===== config.mk =====
export PLATFORM = sky130hd
export DESIGN_NAME = apb_regfile
export DESIGN_NICKNAME = d
export VERILOG_FILES = /design/src/rtl/apb_regfile_pkg.sv /design/src/rtl/apb_regfile_wait_ctr.sv /design/src/rtl/apb_regfile.sv
export SDC_FILE = /design/constraint.sdc
export NUM_CORES = 2
export LEC_CHECK = 0
export ABC_AREA = 1
export CAP_MARGIN = 20
export CORE_AREA = 2 2 482 484
export CTS_BUF_LIST = sky130_fd_sc_hd__clkbuf_16
export DETAILED_ROUTE_END_ITERATION = 10
export DIE_AREA = 0 0 484 486
export PLACE_DENSITY = 0.35
export SETUP_SLACK_MARGIN = 0.4
export SLEW_MARGIN = 20
export SYNTH_ARGS = -nofsm -noshare
export SYNTH_HDL_FRONTEND = slang
export SYNTH_SLANG_ARGS = --single-unit
export TNS_END_PERCENT = 30

===== constraint.sdc =====
create_clock -name clk -period 4.2 [get_ports clk]
set_input_delay 0.84 -clock clk [delete_from_list [all_inputs] [get_ports clk]]
set_output_delay 0.84 -clock clk [all_outputs]
set_load 0.03 [all_outputs]

===== src/rtl/apb_regfile_pkg.sv =====
// Shared types and helpers for the APB register file.
package apb_regfile_pkg;

    typedef enum logic {IDLE, ACCESS} apb_state_t;

    // Wait-state counter width; covers WAIT_STATES up to 15.
    localparam int unsigned WAIT_CNT_W = 4;

    function automatic int unsigned strb_w(input int unsigned data_width);
        return data_width / 8;
    endfunction

endpackage


===== src/rtl/apb_regfile_wait_ctr.sv =====
// Loadable down-counter that paces APB wait states; zero means ready.
module apb_regfile_wait_ctr #(
    parameter int unsigned WIDTH = 4
) (
    input  logic             clk,
    input  logic             rst,
    input  logic             load,
    input  logic [WIDTH-1:0] load_val,
    input  logic             en,
    output logic             zero
);

    logic [WIDTH-1:0] count;

    always_ff @(posedge clk) begin
        if (rst) begin
            count <= '0;
        end else if (load) begin
            count <= load_val;
        end else if (en && (count != '0)) begin
            count <= count - 1'b1;
        end
    end

    assign zero = (count == '0);

endmodule


===== src/rtl/apb_regfile.sv =====
// APB4 slave register file with byte strobes, wait states, error response,
// hardware-sourced read-only registers and per-register write pulses.
module apb_regfile
    import apb_regfile_pkg::*;
#(
    parameter int unsigned         ADDR_WIDTH  = 8,
    parameter int unsigned         DATA_WIDTH  = 32,
    parameter int unsigned         NUM_REGS    = 18,
    parameter int unsigned         WAIT_STATES = 0,
    parameter logic [NUM_REGS-1:0] RO_MASK     = '0
) (
    input  logic                           clk,
    input  logic                           rst,
    input  logic [ADDR_WIDTH-1:0]          paddr,
    input  logic                           psel,
    input  logic                           penable,
    input  logic                           pwrite,
    input  logic [DATA_WIDTH-1:0]          pwdata,
    input  logic [DATA_WIDTH/8-1:0]        pstrb,
    output logic [DATA_WIDTH-1:0]          prdata,
    output logic                           pready,
    output logic                           pslverr,
    output logic [NUM_REGS*DATA_WIDTH-1:0] ctrl_q,
    input  logic [NUM_REGS*DATA_WIDTH-1:0] status_in,
    output logic [NUM_REGS-1:0]            wr_pulse
);

    localparam int unsigned      IDX_W      = ADDR_WIDTH - 2;
    localparam int unsigned      SPAN       = 2 ** IDX_W;
    localparam int unsigned      STRB_W     = strb_w(DATA_WIDTH);
    localparam logic [IDX_W:0]   NUM_REGS_L = (IDX_W + 1)'(NUM_REGS);
    localparam logic [SPAN-1:0]  RO_EXT     = SPAN'(RO_MASK);

    apb_state_t            state_q, state_d;
    logic [IDX_W-1:0]      idx_q;
    logic                  wr_q;
    logic                  err_q;
    logic [IDX_W-1:0]      idx_in;
    logic                  setup;
    logic                  err_in;
    logic                  access_en;
    logic                  cnt_en;
    logic                  cnt_zero;
    logic                  commit;
    logic [NUM_REGS-1:0]   wr_sel;
    logic [DATA_WIDTH-1:0] reg_val [NUM_REGS];
    logic [DATA_WIDTH-1:0] rd_mux;
    logic                  unused_ok;

    assign idx_in    = paddr[ADDR_WIDTH-1:2];
    assign setup     = (state_q == IDLE) && psel && !penable;
    assign err_in    = ({1'b0, idx_in} >= NUM_REGS_L) || (pwrite && RO_EXT[idx_in]);
    assign access_en = (state_q == ACCESS) && psel && penable;
    assign cnt_en    = access_en && !cnt_zero;
    assign commit    = access_en && cnt_zero;

    apb_regfile_wait_ctr #(
        .WIDTH(WAIT_CNT_W)
    ) u_wait (
        .clk     (clk),
        .rst     (rst),
        .load    (setup),
        .load_val(WAIT_CNT_W'(WAIT_STATES)),
        .en      (cnt_en),
        .zero    (cnt_zero)
    );

    always_comb begin
        state_d = state_q;
        case (state_q)
            IDLE:    if (setup) state_d = ACCESS;
            ACCESS:  if (!psel || commit) state_d = IDLE;
            default: state_d = IDLE;
        endcase
    end

    always_ff @(posedge clk) begin
        if (rst) begin
            state_q  <= IDLE;
            idx_q    <= '0;
            wr_q     <= 1'b0;
            err_q    <= 1'b0;
            wr_pulse <= '0;
        end else begin
            state_q  <= state_d;
            wr_pulse <= wr_sel;
            if (setup) begin
                idx_q <= idx_in;
                wr_q  <= pwrite;
                err_q <= err_in;
            end
        end
    end

    always_comb begin
        wr_sel = '0;
        for (int unsigned i = 0; i < NUM_REGS; i++) begin
            if (commit && wr_q && !err_q && (idx_q == IDX_W'(i))) wr_sel[i] = 1'b1;
        end
    end

    // Read-only registers have no storage; their value is the live status slice.
    for (genvar i = 0; i < NUM_REGS; i++) begin : g_reg
        if (RO_MASK[i]) begin : g_ro
            assign reg_val[i] = status_in[i*DATA_WIDTH +: DATA_WIDTH];
        end else begin : g_rw
            logic [DATA_WIDTH-1:0] q;
            always_ff @(posedge clk) begin
                if (rst) begin
                    q <= '0;
                end else if (wr_sel[i]) begin
                    for (int unsigned b = 0; b < STRB_W; b++) begin
                        if (pstrb[b]) q[b*8 +: 8] <= pwdata[b*8 +: 8];
                    end
                end
            end
            assign reg_val[i] = q;
        end
        assign ctrl_q[i*DATA_WIDTH +: DATA_WIDTH] = reg_val[i];
    end

    always_comb begin
        rd_mux = '0;
        for (int unsigned i = 0; i < NUM_REGS; i++) begin
            if (idx_q == IDX_W'(i)) rd_mux = reg_val[i];
        end
    end

    assign pready    = (state_q == ACCESS) && cnt_zero;
    assign pslverr   = pready && err_q;
    assign prdata    = (pready && !wr_q && !err_q) ? rd_mux : '0;

    // Status slices of RW registers and the byte-offset address bits are don't-care.
    assign unused_ok = ^{status_in, paddr[1:0]};

endmodule


==> results.yml <==
sta:
  post-route-min-period_ns: 4.45
  hold_viol_final: 0
  final_max_slew_viol_count: 0
  setup_ws_ns: -0.248
  finClkSkew_ns: 0.0267
  tightest_slew_ns: 0.997
  post-route-period-util: 1.06
  rsz0062_at_grt: "true"
  max_freq_mhz: 225
  slew_headroom: 0.336
  setup_viol: 29
logic_synthesis:
  ys_ff_latch: 607
  syn_inst: 3865
  yosysTopAreaCellShare: 0.459
  synthDistinctLibCells: 27
  yosysTopAreaCell: "dfxtp_1"
  yosys-top-cells-area: "dfxtp_1 46%, nand2_1 18%, a21oi_1 13%"
  syn-cell-area_mm2: 0.0264
  syn_avg_cell_area_um2: 6.84
  syn_nets: 4492
  ys_seq_area_frac: 0.459
  synth_warnings: 0
critical_path:
  worstPathArrival_ns: 3.61
  r2r_slack_ns: 0.99
  crit_type: "reg2out"
  start_kind: "flop"
  critPathRequiredTime_ns: 3.36
  crit_fanout: 11
  endpoint_kind: "primary output"
status:
  violations: "setup timing"
  status: "finished with violations"
placed_design:
  place_congestion: 0.820
  dp_hpwl_um: 151000
  dp_cells: 7510
  port_buffers: 674
cells_and_area:
  fin_cells: 7706
  final_util: 0.185
  drive_gt1_frac: 0.164
  syn2layout_area_growth_pct: 60.8
  fin_nets: 5233
  fillers: 26000
clock_tree:
  cts_buffers: 87
  cts.clk_slew.worst_paths_ns: 0.06
  clk_latency_ns: 0.74
  hold_buffers: 0
  cts_tree: "done"
  clock-sinks: 607
  clock-root-buffer: "clkbuf_16"
  htreeDepth: 3
  cts_max_path_buffers: 3
global_routing:
  grt_first_pass_wirelength_um: 260000
  grt_max_degree: 127
  grt_pass1_vias: 28800
  grt_util_all_layers: 0.162
  grt-ovfl-total: 0
  antenna_found_initial: 17
routing:
  vias_per_cell: 3.83
  drt-initial-drc-count: 2288
  drt_wl_total_um: 197000
  drcViolationCount: 0
  dr.pass1.iters: 6
  wl_per_cell_um: 25.6
  ant_nets: 0
  vias: 29500
floorplan:
  start_util: 0.115
  dieArea_mm2: 0.235
  ios: 1253
  row_count: 176
  die_h_um: 486
  fp.dieW_um: 484
  coreArea_mm2: 0.229
power_and_ir_drop:
  p_leak_nw: 13.8
  power_per_cell_area_mw_per_mm2: 348
  ir_drop_mv: 0.267
worst_hold_path:
  hp-class: "reg2reg"
flow_run:
  maxCapViolations: 0
-- cells by family after synthesis --
kind of cell	Yosys count	synth area share
adders and majority gates	2	0.000946
AOI/OAI and AO/OA	943	0.179
buffers and inverters	599	0.0880
and+or+nand+nor	1714	0.273
DFF	607	0.459
-- area by class of cell --
| type | instances | area (µm²) | share of cell area |
|---|---|---|---|
| diodes | 8 | 20.0 | 0.000471 |
| clock buffers | 87 | 2180 | 0.0512 |
| clock inverters | 68 | 624 | 0.0147 |
| inverters | 352 | 1340 | 0.0315 |
| multi-input cells | 2659 | 13100 | 0.308 |
| flip-flops and latches | 607 | 12200 | 0.286 |
| well taps | 3026 | 3790 | 0.0890 |
| repair buffers | 899 | 9320 | 0.219 |
-- per-stage QoR --
stage	hold WS (ns)	area (µm²)	TNS (ns)	setup WS, ns	power, W
6_report	0.466	42500	-3.49	-0.248	0.0148
5_1_grt	0.452	42500	-9.84	-0.413	0.0153
4_1_cts	0.408	42100	-9.47	-0.401	0.0150
3_5_place_dp	0.458	38000	-0.689	-0.229	0.00714
3_3_place_gp	0.449	38000	-0.748	-0.260	0.00715
2_1_floorplan	0.444	26400	0	0.823	0.00632
-- synthesized netlist by cell type (all sizes together) --
| master | instances |
|---|---|
| a211oi | 1 |
| a21oi | 695 |
| buf | 64 |
| clkbuf | 182 |
| clkinv | 13 |
| dfxtp | 607 |
| dlygate4sd2 | 1 |
| ha | 2 |
| inv | 339 |
| nand2 | 1301 |
| nand3 | 83 |
| nand4 | 96 |
| nor2 | 225 |
| nor3 | 7 |
| nor4 | 2 |
| o21ai | 245 |
| o22ai | 1 |
| o311ai | 1 |
-- layer usage --
metal / GRT usage / share of wire / vias up
met4: 0.0556 / 0.036 / 0
met1: 0.200 / 0.43 / 14300
li1: - / - / 14000
met5: 0 / 0 / -
met3: 0.0435 / 0.071 / 216
met2: 0.269 / 0.47 / 1063
-- timing repair --
action                     CTS  global route
buffers inserted            24             6
gates resized for setup    290            94
pin swaps                   91            92
setup endpoints to repair   32            32
gates cloned                 3             0
-- worst max-delay path: stages (launching register included) --
cell and delay (ns):
dfxtp_2 0.35, nor2_4 0.06, buf_6 0.13, nand3_4 0.13, buf_12 0.16, buf_4 0.14, nand3_2 0.10, nand2_2 0.16
nand4_1 0.23, nor2_2 0.25, nand4_1 0.17, buf_6 0.17, nand2_4 0.06, nand4_1 0.20, nand2_2 0.19, nand3_2 0.08
nand2_2 0.11, inv_2 0.04, buf_6 0.13
-- path summary, 6_finish.rpt --
kind                        from                    to  depth (start not counted)
max                     idx_q[2]            prdata[23]                         18
min reg2reg  g_reg[11].g_rw.q[8]   g_reg[11].g_rw.q[8]                          2
max reg2reg             idx_q[1]  g_reg[15].g_rw.q[27]                         11
min          g_reg[11].g_rw.q[8]   g_reg[11].g_rw.q[8]                          2
-- cell usage in the layout (no fill, tap or decap), types with 5 or more instances in the layout --
| cell type | Yosys | layout |
|---|---|---|
| buf_8 | 0 | 6 |
| clkinv_2 | 0 | 9 |
| inv_2 | 56 | 63 |
| nand2_2 | 0 | 77 |
| nand3_4 | 0 | 13 |
| buf_12 | 0 | 58 |
| o21ai_0 | 193 | 188 |
| nor2_4 | 43 | 65 |
| nor2_1 | 150 | 104 |
| clkdlybuf4s50_1 | 0 | 625 |
| nand3_1 | 83 | 47 |
| a21oi_2 | 0 | 12 |
| a21oi_4 | 0 | 7 |
| buf_6 | 1 | 56 |
| nand2_4 | 0 | 37 |
| dfxtp_1 | 607 | 601 |
| buf_4 | 1 | 135 |
| dfxtp_2 | 0 | 5 |
| buf_2 | 46 | 16 |
| a21oi_1 | 695 | 676 |
| nand2_1 | 1301 | 1186 |
| inv_1 | 283 | 293 |
| o21ai_1 | 52 | 53 |
| clkbuf_16 | 0 | 87 |
| clkinv_1 | 13 | 28 |
| nand4_1 | 96 | 96 |
| bufinv_16 | 0 | 10 |
| nor2_2 | 32 | 56 |
| diode_2 | 0 | 8 |
| nand3_2 | 0 | 23 |
-- power breakdown --
| part | leakage [nW] | internal, W | switching [W] | total, W |
|---|---|---|---|---|
| combinational | 7.46 | 0.000441 | 0.000995 | 0.00144 |
| sequential | 4.89 | 0.00577 | 0.00000675 | 0.00577 |
| clock | 1.44 | 0.00438 | 0.00320 | 0.00758 |
-- sequential cells by signal, indices dropped and copies added, names as in the netlist --
register      flops
g.g_rw.q        576
u_wait.count      4
idx_q             6
state_q           1
err_q             1
wr_pulse         18
wr_q              1
Note: power is estimated with default switching activity, not from simulation.
